File: config.mk
export PLATFORM = sky130hd
export DESIGN_NAME = data_ram_arbiter
export DESIGN_NICKNAME = d
export VERILOG_FILES = /design/src/rtl/data_ram_arbiter_pkg.sv /design/src/rtl/rr_arbiter2.sv /design/src/rtl/data_ram_arbiter.sv
export SDC_FILE = /design/constraint.sdc
export NUM_CORES = 1
export LEC_CHECK = 0
export ABC_CLOCK_PERIOD_IN_PS = 2500
export CAP_MARGIN = 30
export CORE_UTILIZATION = 33
export CTS_BUF_LIST = sky130_fd_sc_hd__clkbuf_4
export DETAILED_ROUTE_END_ITERATION = 7
export PLACE_DENSITY = 0.88
export REMOVE_ABC_BUFFERS = 1
export SLEW_MARGIN = 20
export SYNTH_ARGS = -nofsm -noshare
export SYNTH_HDL_FRONTEND = slang
export SYNTH_SLANG_ARGS = --single-unit
File: constraint.sdc
create_clock -name clock -period 2.5 [get_ports clock]
set_input_delay 0.75 -clock clock [delete_from_list [all_inputs] [get_ports clock]]
set_output_delay 0.75 -clock clock [all_outputs]
set_load 0.05 [all_outputs]
File: src/rtl/data_ram_arbiter_pkg.sv
// rtl/data_ram_arbiter_pkg.sv - shared port indices, word-address shift and response-slot type
package data_ram_arbiter_pkg;

   localparam logic PORT_HOST = 1'b0;
   localparam logic PORT_CPU  = 1'b1;

   // Byte address to word address: drop the two byte-lane bits.
   localparam int WORD_ADDR_SHIFT = 2;

   typedef struct packed {
      logic pending;
      logic owner;
   } rsp_slot_t;

endpackage

File: src/rtl/rr_arbiter2.sv
// rtl/rr_arbiter2.sv - combinational two-way round-robin grant
module rr_arbiter2
   import data_ram_arbiter_pkg::*;
(
   input  logic valid0,
   input  logic valid1,
   input  logic last_grant,
   output logic grant0,
   output logic grant1
);

   // On contention the port that did not win last time goes first.
   always_comb begin
      grant0 = valid0 && (!valid1 || (last_grant == PORT_CPU));
      grant1 = valid1 && (!valid0 || (last_grant == PORT_HOST));
   end

endmodule

File: src/rtl/data_ram_arbiter.sv
// rtl/data_ram_arbiter.sv - two-port round-robin access to a BlockRam with fixed-latency load responses
module data_ram_arbiter
   import data_ram_arbiter_pkg::*;
#(
   parameter int ADDRESS_WIDTH = 16,
   parameter int WORD_WIDTH    = 32
) (
   input  logic                     clock,
   input  logic                     reset,

   input  logic                     req0_valid,
   output logic                     req0_ready,
   input  logic                     req0_write,
   input  logic [ADDRESS_WIDTH-1:0] req0_address,
   input  logic [WORD_WIDTH-1:0]    req0_write_data,
   output logic                     rsp0_valid,
   output logic [WORD_WIDTH-1:0]    rsp0_data,

   input  logic                     req1_valid,
   output logic                     req1_ready,
   input  logic                     req1_write,
   input  logic [ADDRESS_WIDTH-1:0] req1_address,
   input  logic [WORD_WIDTH-1:0]    req1_write_data,
   output logic                     rsp1_valid,
   output logic [WORD_WIDTH-1:0]    rsp1_data,

   output logic [ADDRESS_WIDTH-1:0] ram_address,
   output logic                     ram_write,
   output logic [WORD_WIDTH-1:0]    ram_write_data,
   input  logic [WORD_WIDTH-1:0]    ram_read_data,

   output logic                     busy
);

   logic                     last_grant;
   logic                     grant0;
   logic                     grant1;
   logic                     accept;
   logic                     win_port;
   logic                     win_write;
   logic [ADDRESS_WIDTH-1:0] win_address;
   logic [WORD_WIDTH-1:0]    win_write_data;
   rsp_slot_t                slot_e1;
   rsp_slot_t                slot_e2;

   rr_arbiter2 u_rr_arbiter2 (
      .valid0     (req0_valid),
      .valid1     (req1_valid),
      .last_grant (last_grant),
      .grant0     (grant0),
      .grant1     (grant1)
   );

   always_comb begin
      req0_ready     = grant0 && !reset;
      req1_ready     = grant1 && !reset;
      accept         = req0_ready || req1_ready;
      win_port       = req1_ready ? PORT_CPU : PORT_HOST;
      win_write      = req1_ready ? req1_write      : req0_write;
      win_address    = req1_ready ? req1_address    : req0_address;
      win_write_data = req1_ready ? req1_write_data : req0_write_data;
   end

   always_ff @(posedge clock or posedge reset) begin
      if (reset) begin
         last_grant     <= PORT_CPU;
         ram_write      <= 1'b0;
         ram_address    <= '0;
         ram_write_data <= '0;
      end else begin
         ram_write <= accept && win_write;
         if (accept) begin
            last_grant     <= win_port;
            ram_address    <= win_address >> WORD_ADDR_SHIFT;
            ram_write_data <= win_write_data;
         end
      end
   end

   // slot_e1 tracks a load whose address sits on the RAM port; slot_e2 one whose data is on ram_read_data.
   always_ff @(posedge clock or posedge reset) begin
      if (reset) begin
         slot_e1 <= '0;
         slot_e2 <= '0;
      end else begin
         slot_e1.pending <= accept && !win_write;
         slot_e1.owner   <= win_port;
         slot_e2         <= slot_e1;
      end
   end

   always_comb begin
      rsp0_valid = slot_e2.pending && (slot_e2.owner == PORT_HOST);
      rsp1_valid = slot_e2.pending && (slot_e2.owner == PORT_CPU);
      rsp0_data  = ram_read_data;
      rsp1_data  = ram_read_data;
      busy       = slot_e1.pending || slot_e2.pending;
   end

endmodule
==> flow_summary.yaml <==
place:
  portBuffers: 149
  routabilityCongestion: 0.8331
  hpwl_mm: 8.868
  place_inst: 527
worst_setup_path:
  worst_ep_arrival_time_ps: 1640
  cp_top_family: "buffers and inverters"
  max_stage_delay_ps: 790
  worst-path-stages: 2
  crit_buf_inv: 1
  critPathRequiredTime_ps: 1750
  crit_end: "rsp1_valid"
  rrSetupSlack_ps: 870
  startpoint: "slot_e2[0]"
  crit-reg2reg-launch: "last_grant"
  end_kind: "output pin"
  cp_max_fo: 2
  r2r-end: "slot_e1[1]"
  path_cells: "and2_1 -> clkdlybuf4s50_1"
  critPathLaunchType: "flop"
  ff2ff_path_depth: 4
  cp_slowest_cell: "clkdlybuf4s50_1"
  path_class: "reg -> out"
timing:
  holdWs_ps: 369.5
  layout_min_cycle_time_ps: 2385
  fmax_mhz: 419.2
  grt_setup_unrepaired: "false"
  final-hold-violation-count: 0
  tightest_slew_ps: 582.1
  fin_crit_sh_pct: 95.41
  slew_headroom_pct: 61.08
  fin_skew_ps: 5.192
  final_max_slew_viol_count: 0
  setup_viol: 0
  fin_setup_tns_ps: 0
outcome:
  status: "finished, final reports clean"
finish:
  area_growth_pct: 40.64
  nNetsFinal: 560
  multiInputGateArea_um2: 1050
  final_cells: 534
  n_antenna_cell: 0
  final_core_util_pct: 48.06
  regArea_um2: 1303
  fillers: 803
  drive_gt1_share_pct: 7.042
synth:
  synth_area_per_cell_um2: 8.467
  synth_top_cell_area_share_pct: 42.82
  synth.area.top_cells: "dfrtp_1, buf_4, a31oi_1"
  yosysSeqAreaShare_pct: 43.70
  synth_largest_area_cell: "dfrtp_1"
  syn_area_um2: 2980
  ys_ff_latch: 52
  syn_inst: 352
  ys_types: 25
  yosysWarnings: 0
clock_tree:
  numClockSinks: 52
  clk_pin_slew_worst_paths_ps: 130
  htree_num_levels: 2
  cts_hold_buf: 0
  cts_tree: "yes"
  root_buffer: "clkbuf_4"
  cts_buffer_depth: 2
  insertion_delay_ps: 350
  cts_buffers: 5
power_and_ir_drop:
  leakage_nw: 1.629
  power_density_nw_per_um2: 592.9
  ir_drop_mv: 0.2784
die:
  io-pin-count: 252
  die_area_um2: 9416
  core_area_um2: 8721
  rows: 34
  initial_utilization_pct: 34.18
  die_w_um: 97.04
  dieHeight_um: 97.04
routing:
  remaining_drc_errors: 0
  via_per_inst: 5.273
  antenna_left: 0
  drt-pass1-iter-count: 4
  drt-total-wl_mm: 11.12
  drt_iter0_markers: 125
  vias: 2816
  wl_per_cell_um: 20.82
global_route:
  grt-ovfl-total: 0
  grt_pass1_vias: 2801
  grt_max_degree: 55
  grt_pass1_wl_mm: 16.91
  grt_antenna_before_repair: 0
  track_usage_pct: 23.76
hold_path:
  holdCritPathClass: "reg -> reg"
  min_from: "slot_e1[0]"
flow_run:
  maxCapViolCount: 0
-- cell families (layout without fill, tap and decap cells) --
logic type / count (synthesis) / in the layout / share of synthesized area [%]
compound gates: 97 / 97 / 18.47
buf+inv: 98 / 171 / 21.83
flops: 52 / 52 / 43.70
other cells: 1 / 2 / 0.1258
simple gates: 104 / 104 / 15.87
-- Yosys cell counts --
cell	n
o21ba_2	1
dfrtp_1	51
a21boi_0	1
a31oi_1	46
o21ai_1	6
conb_1	1
nand2b_1	2
nor2_1	47
buf_4	68
or2_2	1
dfstp_2	1
buf_2	15
and3_1	1
a21oi_1	1
and2_1	1
nand2_1	2
and2b_1	1
clkbuf_2	4
clkbuf_1	8
and2_4	1
clkbuf_4	1
nand3_1	47
inv_1	2
o21ai_0	42
nor2b_1	1
-- metrics by stage --
step           cell area (um^2)  power, mW  worst slack (ps)
2_1_floorplan              2341      1.658            -450.5
3_3_place_gp               4135      2.140           -0.3640
3_5_place_dp               4135      2.160            -49.40
4_1_cts                    4180      2.518             11.40
5_1_grt                    4192      2.623             34.08
6_report                   4192      2.485             114.7
-- worst min-delay path by stage --
| stage | to | cells past startpoint |
|---|---|---|
| 3_5_place_dp | slot_e2[0] | 0 |
| 2_1_floorplan | slot_e2[0] | 0 |
| 4_1_cts | slot_e2[0] | 0 |
| 3_3_place_gp | slot_e2[0] | 0 |
| 6_report | slot_e2[0] | 0 |
| 5_1_grt | slot_e2[0] | 0 |
-- area by class of cell --
type,instances,area share (%)
clock buffer,5,0.8955
multi-input combinational,203,25.04
inverter,2,0.1791
tap,108,3.224
sequential,52,31.07
timing repair buffer,162,39.40
clock inverter,2,0.1791
-- what timing repair did --
item | 4_1_cts | 5_1_grt
setup endpoints to repair | 3 | 3
buffers inserted | 0 | 0
resized for setup | 3 | 4
-- layer usage --
metal	global-route usage, %	routed length (um)	up-vias
li1	-	-	1303
met1	22.79	3609	1280
met2	37.76	5127	219
met3	20.95	2184	12
met4	4.478	122	2
met5	7.143	75	-
-- cell usage in the layout (no fill, tap or decap), drive strengths merged, types with 2 or more instances in the layout --
| master | instances |
|---|---|
| clkdlybuf4s50 | 142 |
| o21ai | 48 |
| inv | 2 |
| and2 | 2 |
| nand2b | 2 |
| conb | 2 |
| nor2 | 47 |
| buf | 15 |
| nand2 | 2 |
| dlymetal6s2s | 3 |
| a31oi | 46 |
| nand3 | 47 |
| dfrtp | 51 |
| clkbuf | 5 |
| clkinv | 2 |
| dlygate4sd2 | 2 |
-- registers in the layout, summed over array words and instances (netlist names) --
name / cells
ram_write_data: 32
last_grant: 1
ram_write: 1
slot_e1: 2
ram_address: 14
slot_e2: 2
-- where the power goes --
part | switching, mW | internal (mW) | leakage, nW
clock network | 0.245 | 0.0991 | 0.0261
registers | 0.0635 | 0.956 | 0.591
logic | 0.688 | 0.434 | 1.01
Note: power is estimated with default switching activity, not from simulation.
